--- config.mk ---
export PLATFORM = sky130hd
export DESIGN_NAME = mole_scheduler_flat
export DESIGN_NICKNAME = d
export VERILOG_FILES = /design/src/rtl/mole_pkg.sv /design/src/rtl/mole_scheduler_if.sv /design/src/rtl/mole_lfsr.sv /design/src/rtl/mole_scheduler.sv /design/src/flat_wrapper.sv
export SDC_FILE = /design/constraint.sdc
export NUM_CORES = 1
export LEC_CHECK = 0
export ABC_AREA = 1
export BUFFER_PORTS_ARGS = -buffer_cell sky130_fd_sc_hd__buf_2
export CAP_MARGIN = 20
export CORE_MARGIN = 3
export CORE_UTILIZATION = 50
export DETAILED_ROUTE_END_ITERATION = 7
export MAX_ROUTING_LAYER = met4
export PLACE_DENSITY = 0.8
export SYNTH_ARGS = -nofsm -noshare
export SYNTH_HDL_FRONTEND = slang
export SYNTH_HIERARCHICAL = 1
export SYNTH_SLANG_ARGS = --single-unit
--- constraint.sdc ---
create_clock -name clock -period 5.4 [get_ports clock]
set_clock_uncertainty 0.15 [all_clocks]
set_input_delay 0.54 -clock clock [delete_from_list [all_inputs] [get_ports clock]]
set_output_delay 0.54 -clock clock [all_outputs]
set_load 0.05 [all_outputs]
--- src/rtl/mole_pkg.sv ---
// Shared types and constants for the whack-a-mole game controller.
// Hole count, hit encodings, round state and hole index helper.
package mole_pkg;

  localparam int NUM_HOLES = 5;

  localparam logic [2:0] HIT_NONE = 3'd0;
  localparam logic [2:0] HIT_H0   = 3'd1;
  localparam logic [2:0] HIT_H1   = 3'd2;
  localparam logic [2:0] HIT_H2   = 3'd3;
  localparam logic [2:0] HIT_H3   = 3'd4;
  localparam logic [2:0] HIT_H4   = 3'd5;

  typedef enum logic [1:0] {
    ST_IDLE,
    ST_PLAY,
    ST_OVER
  } game_state_t;

  // Low three random bits folded onto the five holes (5,6,7 -> 0,1,2).
  function automatic logic [2:0] hole_of(input logic [7:0] r);
    return (r[2:0] > 3'd4) ? r[2:0] - 3'd5 : r[2:0];
  endfunction

endpackage

--- src/rtl/mole_scheduler_if.sv ---
// Game control bus: start/hit commands in, mole bitmap,
// counters and round status out.
interface mole_scheduler_if
  import mole_pkg::*;
#(
  parameter int CNT_W = 8
);

  logic                 start;
  logic [2:0]           hit;
  logic [NUM_HOLES-1:0] moles;
  logic [CNT_W-1:0]     score;
  logic [CNT_W-1:0]     misses;
  logic [CNT_W-1:0]     escapes;
  logic                 game_active;
  logic                 game_over;

  modport master (
    output start, hit,
    input  moles, score, misses, escapes,
    input  game_active, game_over
  );

  modport slave (
    input  start, hit,
    output moles, score, misses, escapes,
    output game_active, game_over
  );

endinterface

--- src/rtl/mole_lfsr.sv ---
// Free-running 8-bit Fibonacci LFSR, x^8+x^6+x^5+x^4+1,
// seeded with 8'hA5 on reset.
module mole_lfsr (
  input  logic       clock,
  input  logic       reset,
  output logic [7:0] lfsr
);

  logic fb;

  assign fb = lfsr[7] ^ lfsr[5] ^ lfsr[4] ^ lfsr[3];

  always_ff @(posedge clock) begin
    if (reset) lfsr <= 8'hA5;
    else       lfsr <= {lfsr[6:0], fb};
  end

endmodule

--- src/rtl/mole_scheduler.sv ---
// Whack-a-mole round controller: spawns, ages and scores moles.
// Optional MOLE_SPEEDUP_EN shortens the spawn interval every 8 hits.
module mole_scheduler
  import mole_pkg::*;
#(
  parameter int SPAWN_INTERVAL = 50000000,
  parameter int MIN_INTERVAL   = 10000000,
  parameter int MOLE_LIFE      = 75000000,
  parameter int GAME_CYCLES    = 1500000000,
  parameter int CNT_W          = 8
) (
  input  logic            clock,
  input  logic            reset,
  mole_scheduler_if.slave bus
);

  localparam int TW = $clog2(GAME_CYCLES + 1);
  localparam int LW = $clog2(MOLE_LIFE + 1);
  localparam int IMAX = (SPAWN_INTERVAL > MIN_INTERVAL) ?
                        SPAWN_INTERVAL : MIN_INTERVAL;
  localparam int IW = $clog2(IMAX + 1);

  game_state_t state_q, state_d;

  logic [TW-1:0]        timer_q, timer_d;
  logic [IW-1:0]        spawn_q, spawn_d;
  logic [LW-1:0]        life_q [NUM_HOLES];
  logic [LW-1:0]        life_d [NUM_HOLES];
  logic [NUM_HOLES-1:0] moles_q, moles_d;
  logic [CNT_W-1:0]     score_q, score_d;
  logic [CNT_W-1:0]     miss_q, miss_d;
  logic [CNT_W-1:0]     esc_q, esc_d;
  logic                 act_q, act_d;
  logic                 over_q, over_d;
  logic [7:0]           lfsr;
  logic [2:0]           idx;
  logic                 hit_vld;
  logic [IW-1:0]        interval;

  mole_lfsr u_lfsr (
    .clock (clock),
    .reset (reset),
    .lfsr  (lfsr)
  );

  assign idx = hole_of(lfsr);

`ifdef MOLE_SPEEDUP_EN
  logic [IW-1:0] interval_d;
  logic [IW-1:0] shrunk;

  assign shrunk = interval - (interval >> 3);

  always_ff @(posedge clock) begin
    if (reset) interval <= IW'(SPAWN_INTERVAL);
    else       interval <= interval_d;
  end
`else
  assign interval = IW'(SPAWN_INTERVAL);
`endif

  always_ff @(posedge clock) begin
    if (reset) state_q <= ST_IDLE;
    else       state_q <= state_d;
  end

  always_comb begin
    state_d = state_q;
    timer_d = timer_q;
    spawn_d = spawn_q;
    life_d  = life_q;
    moles_d = moles_q;
    score_d = score_q;
    miss_d  = miss_q;
    esc_d   = esc_q;
    hit_vld = bus.hit inside {[HIT_H0:HIT_H4]};
`ifdef MOLE_SPEEDUP_EN
    interval_d = interval;
`endif
    unique case (state_q)
      ST_IDLE, ST_OVER: begin
        if (bus.start) begin
          state_d = ST_PLAY;
          timer_d = TW'(GAME_CYCLES - 1);
          spawn_d = IW'(SPAWN_INTERVAL - 1);
          moles_d = '0;
          score_d = '0;
          miss_d  = '0;
          esc_d   = '0;
`ifdef MOLE_SPEEDUP_EN
          interval_d = IW'(SPAWN_INTERVAL);
`endif
        end
      end
      ST_PLAY: begin
        if (timer_q == '0) begin
          state_d = ST_OVER;
          moles_d = '0;
        end else begin
          timer_d = timer_q - 1'b1;
          spawn_d = spawn_q - 1'b1;
          // Hit is judged on the pre-edge bitmap and beats expiry.
          for (int i = 0; i < NUM_HOLES; i++) begin
            if (moles_q[i]) begin
              life_d[i] = life_q[i] - 1'b1;
              if (hit_vld && bus.hit == 3'(i + 1)) begin
                moles_d[i] = 1'b0;
                if (!(&score_d)) score_d = score_d + 1'b1;
              end else if (life_q[i] == '0) begin
                moles_d[i] = 1'b0;
                if (!(&esc_d)) esc_d = esc_d + 1'b1;
              end
            end else if (hit_vld && bus.hit == 3'(i + 1)) begin
              if (!(&miss_d)) miss_d = miss_d + 1'b1;
            end
          end
          if (spawn_q == '0) begin
            spawn_d = interval - 1'b1;
            if (!moles_q[idx]) begin
              moles_d[idx] = 1'b1;
              life_d[idx]  = LW'(MOLE_LIFE - 1);
            end
          end
`ifdef MOLE_SPEEDUP_EN
          if (score_d != score_q && score_d[2:0] == 3'd0)
            interval_d = (shrunk < IW'(MIN_INTERVAL)) ?
                         IW'(MIN_INTERVAL) : shrunk;
`endif
        end
      end
      default: state_d = ST_IDLE;
    endcase
    act_d  = (state_d == ST_PLAY);
    over_d = (state_d == ST_OVER);
  end

  always_ff @(posedge clock) begin
    if (reset) begin
      timer_q <= '0;
      spawn_q <= '0;
      moles_q <= '0;
      score_q <= '0;
      miss_q  <= '0;
      esc_q   <= '0;
      act_q   <= 1'b0;
      over_q  <= 1'b0;
      for (int i = 0; i < NUM_HOLES; i++) life_q[i] <= '0;
    end else begin
      timer_q <= timer_d;
      spawn_q <= spawn_d;
      moles_q <= moles_d;
      score_q <= score_d;
      miss_q  <= miss_d;
      esc_q   <= esc_d;
      act_q   <= act_d;
      over_q  <= over_d;
      life_q  <= life_d;
    end
  end

  assign bus.moles       = moles_q;
  assign bus.score       = score_q;
  assign bus.misses      = miss_q;
  assign bus.escapes     = esc_q;
  assign bus.game_active = act_q;
  assign bus.game_over   = over_q;

endmodule

--- src/flat_wrapper.sv ---
// flat-port wrapper written by rule: the top's interface ports become plain ports
module mole_scheduler_flat import mole_pkg::*;
#(
  parameter int SPAWN_INTERVAL = 50000000,
  parameter int MIN_INTERVAL   = 10000000,
  parameter int MOLE_LIFE      = 75000000,
  parameter int GAME_CYCLES    = 1500000000,
  parameter int CNT_W          = 8
)
  (clock, reset, bus_start, bus_hit, bus_moles, bus_score, bus_misses, bus_escapes, bus_game_active, bus_game_over);
  mole_scheduler_if #(.CNT_W(CNT_W)) bus_i ();
  input  logic clock;
  input  logic reset;
  input wire logic [$bits(bus_i.start)-1:0] bus_start;
  input wire logic [$bits(bus_i.hit)-1:0] bus_hit;
  output wire logic [$bits(bus_i.moles)-1:0] bus_moles;
  output wire logic [$bits(bus_i.score)-1:0] bus_score;
  output wire logic [$bits(bus_i.misses)-1:0] bus_misses;
  output wire logic [$bits(bus_i.escapes)-1:0] bus_escapes;
  output wire logic [$bits(bus_i.game_active)-1:0] bus_game_active;
  output wire logic [$bits(bus_i.game_over)-1:0] bus_game_over;
  assign bus_i.start = bus_start;
  assign bus_i.hit = bus_hit;
  assign bus_moles = bus_i.moles;
  assign bus_score = bus_i.score;
  assign bus_misses = bus_i.misses;
  assign bus_escapes = bus_i.escapes;
  assign bus_game_active = bus_i.game_active;
  assign bus_game_over = bus_i.game_over;
  mole_scheduler #(.SPAWN_INTERVAL(SPAWN_INTERVAL), .MIN_INTERVAL(MIN_INTERVAL), .MOLE_LIFE(MOLE_LIFE), .GAME_CYCLES(GAME_CYCLES), .CNT_W(CNT_W)) u_core (.clock(clock), .reset(reset), .bus(bus_i));
endmodule
==> metrics.md <==
| Metric | Value |
|---|---|
| Outcome | finished clean |
| Nets | between 2k and 3k |
| R2R Path Start | u_core/bus.misses[1] |
| LEAKAGE | ~8.8 nW |
| Drt first pass iters | 7 |
| CP Class | flip-flop to flip-flop |
| Max-Cap Viols | 0 |
| Crit-path slowest cell | dfxtp_4 |
| Post-synth ARST share | 0 |
| Finished Core Util | 0.581 |
| Number of synthesized flops with an enable pin | 0 |
| VDD IR max | 213 uV |
| Max clock buf depth | 3 |
| Leading cell types in the layout, fill and taps excluded | nand2_1, nor2_1, inv_1, dfxtp_1, nand3_1 |
| Cell Area, Placed | between 15000 and 20000 um2 |
| Post-Synth Adder-Cell Area | 0.0202 |
| Final setup TNS | 0 ns |
| CP Launch Type | flip-flop |
| Wirelength per Cell | ~14 um |
| Post-synthesis sequential area ratio | 0.290 |
| GPL Wtd Cong | 0.957 |
| Crit path to | u_core/bus.misses[1] |
| Core Region | 31600 um2 |
| Unique cell type count in the Yosys netlist | 60 |
| Reg-to-Reg End | u_core/bus.misses[1] |
| Synth Area in Compound Gates | 0.113 |
| Starting Density | 0.509 |
| Vias in the first global route | 15.9k |
| Port Buf Inserts | 36 |
| Root Driver | clkbuf_16 |
| Global-route wire length before repair | 70.8 mm |
| Pwr Density | 227 nW/um2 |
| R2R Setup Slk | ~0.37 ns |
| Finished Cell Area | 18400 um2 |
| Cell mode on critical path | nand3_1 |
| Synth Area in Simple Gates | 0.436 |
| Cell Rows | 65 |
| Die X | ~190 um |
| Share of layout cells above drive strength 1 | 0.130 |
| Seq cells post-synth | ~230 |
| Slew Limit Fails | 0 |
| Critical Path RT | 5.66 ns |
| FMAX | slightly below 200 MHz |
| Synth Area in XOR/XNOR | 0.0312 |
| Vias per cell | 5.48 |
| Clock transition at path regs | 0.05 ns |
| Initial antenna violation count | 1 |
| Critical path peak fanout | 11 |
| Final hold slack | around 0.19 ns |
| Die area | 34400 um2 |
| Most common cell after layout, fill and taps aside | nand2_1 |
| Final Setup Violations | 0 |
| Arrival time at the worst endpoint | roughly 5.3 ns |
| Post-synthesis mux area share | 0 |
| Largest family of logic cells by synthesized area | simple AND/OR/NAND/NOR gates |
| Syn Area/Cell | about 6 um2 |
| Final Hold Viols | 0 |
| Fin crit period | approximately 5 ns |
| Syn nets | 2645 |
| Vias | ~17k |
| # DRC | 0 |
| Detail Placement HPWL | between 30 and 40 mm |
| R2R cell count | 36 |
| Min-Delay Path Class | primary input to flip-flop |
| Tcrit/Tclk final | 0.931 |
| Largest net degree at the start of global routing | 53 |
| Post-route ant nets | 0 |
| Final wirelength | ~43 mm |
| First DRT Iteration DRCs | 1442 |
| Die Y | roughly 190 um |
| Cts bufs inserted | 29 |
| Post-synthesis cell area | roughly 16000 um2 |
| Worst-Margin Slew | roughly 0.96 ns |
| CP Capture Type | flip-flop |
| Placed cells | 3052 |
| Post-CTS Hold Fix Bufs | 0 |
| Area Growth Syn to Fin | 14.1% |
| Slew HR | 0.354 |
| I/O pins | 37 |
| Worst-Skew Late Latency | approximately 0.56 ns |
| H-tree depth | 1 |
| Synth Warn # | 6 |
| GRT Overall Usage | 0.248 |
| TritonCTS sink count | around 230 |
| Total grt overflow | 0 |
| TritonCTS clock tree | yes |
| Finished Layout Cells | 3125 |
| CP peak stage delay | 0.37 ns |
| Crit. Startpoint | u_core/bus.misses[1] |
| Syn Inst Count | 2613 |
| Primary FF master, synth | dfxtp_1 |
## synth_stat cells (28+ instances only)
| master | n | area [um2] |
|---|---|---|
| a21oi_1 | 119 | 596 |
| nor2_1 | 428 | 1610 |
| nand4_1 | 88 | 551 |
| nand2_2 | 28 | 175 |
| nand3_1 | 216 | 1080 |
| a31oi_1 | 56 | 350 |
| xor2_1 | 30 | 263 |
| inv_1 | 404 | 1520 |
| nor3_1 | 77 | 385 |
| clkbuf_1 | 35 | 131 |
| dfxtp_1 | 233 | 4660 |
| nand2_1 | 516 | 1940 |
| o21ai_0 | 104 | 521 |
## worst max-delay path, delay by kind of cell, from the launching register on
kind	cells	cell delay, ns
AOI/OAI and AO/OA	2	0.13
xor gates and xnor gates	2	0.32
adders and majority gates	5	0.94
buffers and inverters	2	0.21
DFF	1	0.37
and+or+nand+nor	25	2.74
## stage by stage
step | power (mW) | setup slack, ns
floorplan | 2.09 | 0.0539
global placement | 2.18 | 0.143
detailed placement | 2.19 | -0.0905
CTS | 4.18 | 0.00225
global route | 4.33 | -0.0538
finish | 4.17 | 0.372
## sequential cells by signal, indices dropped and copies added (netlist names)
register / flops
u_core/bus.misses: 8
u_core/state_q: 2
u_core/bus.game_active: 1
u_core/timer_q: 31
u_core/bus.escapes: 8
u_core/life_q: 135
u_core/spawn_q: 26
u_core/bus.score: 8
u_core/bus.moles: 5
u_core/u_lfsr/lfsr: 8
u_core/bus.game_over: 1
## cell families after synthesis
kind of cell,count (synthesis)
AND/OR/NAND/NOR,1509
buffers and inverters,466
AO/OA/AOI/OAI,326
flip-flops,233
XOR/XNOR,53
adder cells (fa/ha/maj),26
## how the worst min path moves through the flow
stage	from	endpoint	slack [ns]	cells past startpoint
3_3_place_gp	u_core/u_lfsr/lfsr[6]	u_core/u_lfsr/lfsr[7]	0.24	1
2_1_floorplan	u_core/u_lfsr/lfsr[6]	u_core/u_lfsr/lfsr[7]	0.23	1
6_report	bus_start	u_core/state_q[1]	0.19	4
5_1_grt	bus_start	u_core/state_q[1]	0.21	4
4_1_cts	bus_start	u_core/state_q[1]	0.16	4
3_5_place_dp	u_core/u_lfsr/lfsr[6]	u_core/u_lfsr/lfsr[7]	0.26	1
## power by group
part | internal (mW) | leakage (nW) | switching [mW] | total (mW)
registers | 1.76 | 1.89 | 0.0361 | 1.80
logic | 0.113 | 6.41 | 0.262 | 0.374
clock network | 1.23 | 0.486 | 0.771 | 2.00
total | 3.10 | 8.79 | 1.07 | 4.17
## timing repair
action / CTS / global route
endpoints found under the setup margin: 9 / 24
gates cloned: 0 / 1
buffers inserted: 1 / 18
gates resized for setup: 1 / 72
pin swaps: 1 / 25
## area by class of cell
class | count | area [um2]
diodes | 2 | 5.00
well taps | 402 | 503
clock buffers | 38 | 800
multi-input cells | 1915 | 9950
clock inverters | 13 | 180
repair buffers | 103 | 689
flip-flops and latches | 233 | 4670
fillers | 2941 | 13300
inverters | 419 | 1570
## routing by layer
metal  GRT usage  vias up  wire, um
met5           -        -         0
met2       0.417      504     20500
met4      0.0843        0      1250
li1            -     8668         -
met3      0.0416      116      2550
met1       0.302     7847     19100
Power figures use the tool's default switching activity.
